**config.mk**
```make
export PLATFORM = sky130hd
export DESIGN_NAME = jk_seq_driver
export DESIGN_NICKNAME = d
export VERILOG_FILES = /design/src/rtl/jk_seq_driver.sv
export SDC_FILE = /design/constraint.sdc
export NUM_CORES = 1
export LEC_CHECK = 0
export CORE_MARGIN = 3
export CORE_UTILIZATION = 55
export DETAILED_ROUTE_END_ITERATION = 6
export GPL_TIMING_DRIVEN = 0
export PLACE_DENSITY_LB_ADDON = 0.1
export REMOVE_ABC_BUFFERS = 1
export SETUP_SLACK_MARGIN = 0.15
export SYNTH_ARGS = -nofsm -noshare
export SYNTH_HDL_FRONTEND = slang
export SYNTH_SLANG_ARGS = --single-unit
```
**constraint.sdc**
```tcl
create_clock -name clk -period 3.1 [get_ports clk]
set_clock_uncertainty 0.15 [all_clocks]
set_input_delay 0.31 -clock clk [delete_from_list [all_inputs] [get_ports clk]]
set_output_delay 0.31 -clock clk [all_outputs]
set_load 0.05 [all_outputs]
```
**src/rtl/jk_seq_driver.sv**
```systemverilog
// -----------------------------------------------------------------------------
// jk_seq_driver
//
// Purpose:
//   Drives the J/K inputs of an external bank of WIDTH JK flip-flops so that
//   the bank walks through a programmed sequence of target states. The bank's
//   q outputs come back on q_fb. After each step they are compared with the
//   target, so the block is both a JK excitation source and a JK bank self-test.
//
//   Each table entry takes three cycles:
//     DRIVE  : the excitation is computed from the current q_fb and registered.
//     SETTLE : j/k are presented to the bank, which samples them at the
//              closing edge. j/k are cleared at that same edge.
//     CHECK  : q_fb now holds the bank's new state and is compared with the
//              target entry.
//
//   Outside SETTLE, j and k are always 0/0, so the bank holds its state.
//
// Ports:
//   clk       in   1        rising-edge clock
//   reset     in   1        asynchronous, active-high; clears outputs, FSM, table
//   wr_en     in   1        table write strobe (honoured only when not busy)
//   wr_addr   in   AW       table write address
//   wr_data   in   WIDTH    target state to store
//   seq_len   in   AW+1     entries to run, sampled with start; >DEPTH clamps
//   start     in   1        begin a run at entry 0 (ignored if seq_len == 0)
//   stop      in   1        abort to IDLE from any state; beats start
//   loop      in   1        sampled in CHECK of the last entry; 1 = wrap to 0
//   q_fb      in   WIDTH    q outputs of the external JK bank
//   j, k      out  WIDTH    registered J/K drive
//   busy      out  1        high in DRIVE/SETTLE/CHECK
//   done      out  1        high in DONE
//   mismatch  out  1        high in ERROR
//   step_idx  out  AW       current entry; in ERROR, the failing entry
// -----------------------------------------------------------------------------
module jk_seq_driver #(
  parameter  int WIDTH = 4,
  parameter  int DEPTH = 8,
  localparam int AW    = $clog2(DEPTH)
) (
  input  logic             clk,
  input  logic             reset,
  input  logic             wr_en,
  input  logic [AW-1:0]    wr_addr,
  input  logic [WIDTH-1:0] wr_data,
  input  logic [AW:0]      seq_len,
  input  logic             start,
  input  logic             stop,
  input  logic             loop,
  input  logic [WIDTH-1:0] q_fb,
  output logic [WIDTH-1:0] j,
  output logic [WIDTH-1:0] k,
  output logic             busy,
  output logic             done,
  output logic             mismatch,
  output logic [AW-1:0]    step_idx
);

  typedef enum logic [2:0] {
    S_IDLE   = 3'd0,
    S_DRIVE  = 3'd1,
    S_SETTLE = 3'd2,
    S_CHECK  = 3'd3,
    S_DONE   = 3'd4,
    S_ERROR  = 3'd5
  } state_t;

  localparam logic [AW:0]   DEPTH_LEN = (AW+1)'(DEPTH);
  localparam logic [AW-1:0] LAST_MAX  = AW'(DEPTH - 1);

  // FSM state. The bench and checkers probe this signal hierarchically.
  state_t state;

  // Sequence table and the index of the last entry in the current run.
  logic [WIDTH-1:0] table_q [DEPTH];
  logic [AW-1:0]    last_idx;

  // Derived signals.
  logic             idle_like;
  logic [AW-1:0]    start_last;
  logic [WIDTH-1:0] cur_t;

  // The table may only be written while no run is in flight.
  always_comb begin
    idle_like = (state == S_IDLE) || (state == S_DONE) || (state == S_ERROR);
  end

  // Clamp the requested length to DEPTH. Only the last index is kept, so a
  // length of DEPTH still fits in AW bits. seq_len == 0 never reaches this
  // value, because start is ignored in that case.
  always_comb begin
    if (seq_len > DEPTH_LEN) begin
      start_last = LAST_MAX;
    end else begin
      start_last = AW'(seq_len - (AW+1)'(1));
    end
  end

  always_comb begin
    cur_t = table_q[step_idx];
  end

  // Table storage. A write on the same edge as start lands before DRIVE reads
  // entry 0 on the following cycle, so that entry 0 already sees the new data.
  always_ff @(posedge clk or posedge reset) begin
    if (reset) begin
      for (int i = 0; i < DEPTH; i++) begin
        table_q[i] <= '0;
      end
    end else if (wr_en && idle_like) begin
      table_q[wr_addr] <= wr_data;
    end
  end

  // Sequencer FSM with registered outputs.
  always_ff @(posedge clk or posedge reset) begin
    if (reset) begin
      state    <= S_IDLE;
      j        <= '0;
      k        <= '0;
      busy     <= 1'b0;
      done     <= 1'b0;
      mismatch <= 1'b0;
      step_idx <= '0;
      last_idx <= '0;
    end else if (stop) begin
      // Abort takes priority over everything else, including start.
      state    <= S_IDLE;
      j        <= '0;
      k        <= '0;
      busy     <= 1'b0;
      done     <= 1'b0;
      mismatch <= 1'b0;
      step_idx <= '0;
    end else begin
      case (state)
        S_IDLE, S_DONE, S_ERROR: begin
          if (start && (seq_len != '0)) begin
            state    <= S_DRIVE;
            step_idx <= '0;
            last_idx <= start_last;
            busy     <= 1'b1;
            done     <= 1'b0;
            mismatch <= 1'b0;
          end
        end

        S_DRIVE: begin
          // Set only the bits that must rise, and reset only the bits that
          // must fall. Bits already at target get 0/0 (hold). A bit never
          // gets 1/1, so the bank's toggle mode is never used.
          j     <= cur_t & ~q_fb;
          k     <= ~cur_t & q_fb;
          state <= S_SETTLE;
        end

        S_SETTLE: begin
          // The bank samples j/k at this edge. Drop the drive at the same edge.
          j     <= '0;
          k     <= '0;
          state <= S_CHECK;
        end

        S_CHECK: begin
          if (q_fb != cur_t) begin
            // step_idx is held so that it identifies the failing entry.
            state    <= S_ERROR;
            busy     <= 1'b0;
            mismatch <= 1'b1;
          end else if (step_idx == last_idx) begin
            if (loop) begin
              step_idx <= '0;
              state    <= S_DRIVE;
            end else begin
              state <= S_DONE;
              busy  <= 1'b0;
              done  <= 1'b1;
            end
          end else begin
            step_idx <= step_idx + AW'(1);
            state    <= S_DRIVE;
          end
        end

        default: begin
          state    <= S_IDLE;
          j        <= '0;
          k        <= '0;
          busy     <= 1'b0;
          done     <= 1'b0;
          mismatch <= 1'b0;
          step_idx <= '0;
        end
      endcase
    end
  end

  // A JK flip-flop must never see J and K high together from this driver.
  a_no_toggle_drive: assert property (@(posedge clk) disable iff (reset) (j & k) == '0);

  // j/k may be non-zero only while the bank is sampling them.
  a_drive_only_in_settle: assert property (@(posedge clk) disable iff (reset)
    (state != S_SETTLE) |-> ((j | k) == '0));

endmodule

```
# Word level (Yosys, flattened, before mapping)
# Cells that the tools add are included.
[word_totals]
register_bits = 52
latch_bits = 0
mem_bits_rw = 0
romBits = 0
output_inout_bits = 14
n_memories = 0
[op_classes]
addsub = 2
n_mul = 0
div_mod_pow = 0
order_cmp = 4
eq_ne = 17
shift = 0
n_mux = 38
bitwise = 7
n_reduce_logical = 15
[op_table]
columns = ["operator", "n"]
rows = [
  ["$mux 3", 11],
  ["$bwmux 32", 1],
  ["$mux 4", 5],
  ["$pmux 4 s2", 2],
  ["$ne 3x3->1 const B", 5],
  ["$bmux 4 s3", 1],
  ["$demux 4 s3", 1],
  ["$mux 1", 12],
  ["$ne 4x4->1 const B", 3],
  ["$pmux 3 s4", 1],
  ["$pmux 1 s3", 3],
  ["$pmux 3 s3", 1],
  ["$and 4x4->4", 2],
  ["$ge 4x4->1 const B", 2],
  ["$not 3->4", 2],
  ["$not 4->4", 2],
  ["$reduce_and 4->1", 2],
  ["$eq 3x2->1 const B", 2],
  ["$eq 3x3->1 const B", 2],
  ["$reduce_and 3->1", 2],
  ["$reduce_and 5->1", 1],
  ["$gt 4x4->1 const B", 1],
  ["$lt 4x1->1 const B", 1],
  ["$ne 2x1->1 const B", 2],
  ["other kinds (13)", 16],
]

# Longest topological paths before layout
[logic_depth]
word_depth = 8
mapped_depth = 9
ltp_nobuf = 8

# Least setup slack after synthesis
# OpenSTA, ideal clock, no wires.
[synth_path]
path_type = "flip-flop to flip-flop"
from = "register step_idx[0]"
to = "register step_idx[2]"
setup_time_ps = 135
arrival_time_ps = 2734
required_time_ps = 2815
slack_ps = 82
stages_incl_launch_ff = 10
cell_sequence = "dfrtp_1 buf_2 mux4_2 mux2i_1 inv_1 ha_1 and4_1 a31oi_1 and2_1 o211ai_1"
[synth_between]
elab_chain_cells = 7
elab_cells_between_ends = 14
[synth_rtl]
columns = ["element", "line", "source"]
rows = [
  ["from (decl)", "56", "output logic [AW-1:0] step_idx"],
  ["from (signal assigned)", "180", "step_idx <= step_idx + AW'(1);"],
  ["$not 3->4 (not written as such)", "100", "cur_t = table_q[step_idx];"],
  ["$bmux 4 s3", "100", ""],
  ["$mux 4 (not written as such) (2 in series)", "100", ""],
  ["$ne 4x4->1", "165", "if (q_fb != cur_t) begin"],
  ["$ne 3x3->1 (no source line)", "-", ""],
  ["$reduce_and 4->1 (no source line)", "-", ""],
]
# Several ways; a longest one is shown, not always the timed one. The select of a mux whose other input is x is not followed.
# A chain may end at the register's enable or synchronous reset.

# Worst setup path after layout
[layout_path]
from = "register step_idx[0]"
to = "register step_idx[1]"
# The elaborated chain is that of the path after synthesis.

==> reports/results.ini <==
[status]
status = complete, no violations

[critical_path]
critPathLaunchType = register
slowest_delay_ns = 0.54
cp_top_family = compound AO/OA/AOI/OAI gates
worst-path-buf-inv = 3
r2r_start = step_idx[0]$_DFFE_PP0P_
worst-r2r-cell-count = 10
r2r_end = step_idx[1]$_DFFE_PP0P_
crit_chain = buf_2 -> buf_4 -> mux4_2 -> mux2i_4 -> inv_1 -> ha_1 -> and4_2 -> a31oi_2 -> a211o_1 -> o22ai_1
cp.arrival_ns = 2.94
cp.required_ns = 3.17
critPathSlowestCell = dfrtp_4
path_max_fanout = 7
crit_type = register to register
startpoint = step_idx[0]$_DFFE_PP0P_
cp.depth = 10
rrSetupSlack_ns = 0.23
endpoint_kind = register

[sta]
fin_tns_setup_ns = 0
fmax_ghz = 0.3488
setup-violations-final = 0
rsz0062_at_grt = false
worstMarginPinSlew_ns = 0.7236
report.final.slew_viol_count = 0
min_period_ns = 2.867
maxSlewHeadroom_pct = 51.31
finalHoldViolCount = 0
fin_crit_sh_pct = 92.47

[drt]
routed_wl_mm = 5.719
dr.pass1.iters = 4
drtIter0Drc = 60
ant_nets = 0
wire_per_inst_um = 16.77
drc = 0
post_drt_via_cell_ratio = 5.619
num_vias = 1916

[final_layout]
layout_common_cells = dfrtp_1, clkdlybuf4s50_1, mux2_2
layoutNonFillerInstCount = 341
insertedDiodeCount = 0
multi_input_area_um2 = 1393
syn_to_final_growth_pct = 23.51
layout_commonest_cell = dfrtp_1
fill_cells = 346
final_nets = 304
ff_latch_area_um2 = 1306
drive_above_1_share_pct = 28.10

[floorplanning]
rows = 25
dieWidth_um = 76.94
core_area_um2 = 4786
io_pins = 35
dieArea_um2 = 5919
initial_utilization_pct = 57.83
dieHeight_um = 76.94

[cts]
insertion_delay_ns = 0.30
cts_buffers = 5
clockRootBuffer = clkbuf_8
htreeDepth = 2
clock-sinks = 52
clk_pin_slew_worst_paths_ns = 0.09
clock_path_buffers = 2
cts_tree = done

[global_routing]
grt_overflow = 0
grt_pass1_vias = 1913
grt_max_degree = 41
grt_antenna_before_repair = 0
grt_pass1_wl_mm = 9.439
gr-usage-all-layers_pct = 20.13

[job]
cap_violations = 0

[yosys]
synth.distinct_cells = 44
syn_avg_cell_area_um2 = 12.25
synth-seq-cells = 52
synth_warnings = 0
synth_ff_type = dfrtp_1
synth_edf_count = 0
syn_inst = 226
yosysSeqAreaShare_pct = 47.02
async_reset_ff_share_pct = 100.0
syn_area_um2 = 2768

[power]
peakVddDrop_v = 0.0003951
power_leakage_nw = 1.444
powerDensity_nw_per_um2 = 633.6

[hold_path]
hold_class = input port to async pin

[place]
io_buffers = 34
dpl.hpwl_mm = 3.944
place_inst = 321
gp_congestion = 0.8344

-- metal layers --
layer | GRT usage, % | up-vias | part of all wire, %
li1 | - | 916 | -
met5 | 0 | - | 0
met3 | 4.225 | 10 | 3.8
met1 | 27.44 | 952 | 44
met2 | 32.67 | 38 | 50
met4 | 5.616 | 0 | 1.4
-- stage by stage --
stage	worst slack [ns]	hold WS [ns]	power, W	utilization, %	instance area, um^2
3_3_place_gp	-0.08477	0.3324	0.001650	65.88	3153
2_1_floorplan	0.07080	0.2264	0.001486	-	2729
3_5_place_dp	-0.1001	0.3393	0.001680	66.30	3173
5_1_grt	0.1552	0.1258	0.002302	71.42	3418
6_report	0.2333	0.1127	0.002166	71.42	3418
4_1_cts	0.1581	0.1158	0.002146	69.46	3324
-- layout make-up --
type                    count  share of cell area (%)
clock buffers               6                   2.123
clock inverters             2                   1.135
repair buffers             47                   13.47
well taps                  67                   2.452
inverters                  17                   1.867
flip-flops and latches     52                   38.21
multi-input cells         150                   40.74
-- synth_stat cells (2+ instances only) --
library cell | n | area [um^2]
ha_1 | 10 | 125.1
nor2b_1 | 2 | 12.51
a31oi_1 | 4 | 25.02
nand3b_1 | 2 | 15.01
nand2_1 | 6 | 22.52
dfrtp_1 | 52 | 1301
and2_1 | 2 | 12.51
xor2_1 | 3 | 26.28
nand2b_1 | 3 | 18.77
xnor2_1 | 6 | 52.55
o21ai_0 | 3 | 15.01
nor2_1 | 16 | 60.06
a21oi_1 | 4 | 20.02
mux2_2 | 32 | 360.4
mux4_2 | 8 | 180.2
nor3b_2 | 2 | 25.02
a2bb2oi_1 | 2 | 17.52
inv_1 | 17 | 63.81
a22oi_1 | 7 | 52.55
nand3_1 | 3 | 15.01
buf_2 | 4 | 20.02
o211ai_1 | 4 | 30.03
buf_4 | 2 | 15.01
nor3_1 | 4 | 20.02
o22ai_1 | 2 | 12.51
mux2i_1 | 8 | 80.08
-- registers in the layout (all words and copies together), names as in the netlist --
signal    cells
state         3
table_q      32
mismatch      1
done          1
j             4
k             4
step_idx      3
busy          1
last_idx      3
-- power breakdown --
group	internal (W)	switching [W]	total [W]
registers	0.000882	0.000131	0.00101
logic	0.000367	0.000319	0.000686
clock network	0.000244	0.000223	0.000467
total	0.00149	0.000672	0.00217
-- kinds of logic (layout without fill, tap and decap cells) --
logic type               count (synthesis)  after routing  share of synthesized area (%)
adder cells (fa/ha/maj)                 10             10                          4.521
AO/OA/AOI/OAI                           31             31                          7.957
multiplexers                            48             48                          22.42
AND/OR/NAND/NOR                         52             52                          11.53
buffers and inverters                   24             72                          3.707
XOR/XNOR                                 9              9                          2.848
flip-flops                              52             52                          47.02
-- worst max-delay path by stage --
stage                              end  slack (ns)
3_3_place_gp   step_idx[0]$_DFFE_PP0P_       -0.08
4_1_cts        step_idx[1]$_DFFE_PP0P_        0.16
3_5_place_dp   step_idx[0]$_DFFE_PP0P_       -0.10
5_1_grt        step_idx[1]$_DFFE_PP0P_        0.16
2_1_floorplan  step_idx[0]$_DFFE_PP0P_        0.07
6_report       step_idx[1]$_DFFE_PP0P_        0.23
-- repair_timing --
| item | in CTS | in global routing |
|---|---|---|
| gates resized for setup | 3 | 6 |
| setup buffers | 3 | 9 |
| hold buffers | 0 | 0 |
| setup endpoints to repair | 7 | 4 |
| endpoints found under the hold margin | 0 | 0 |
Note: power is estimated with default switching activity, not from simulation.
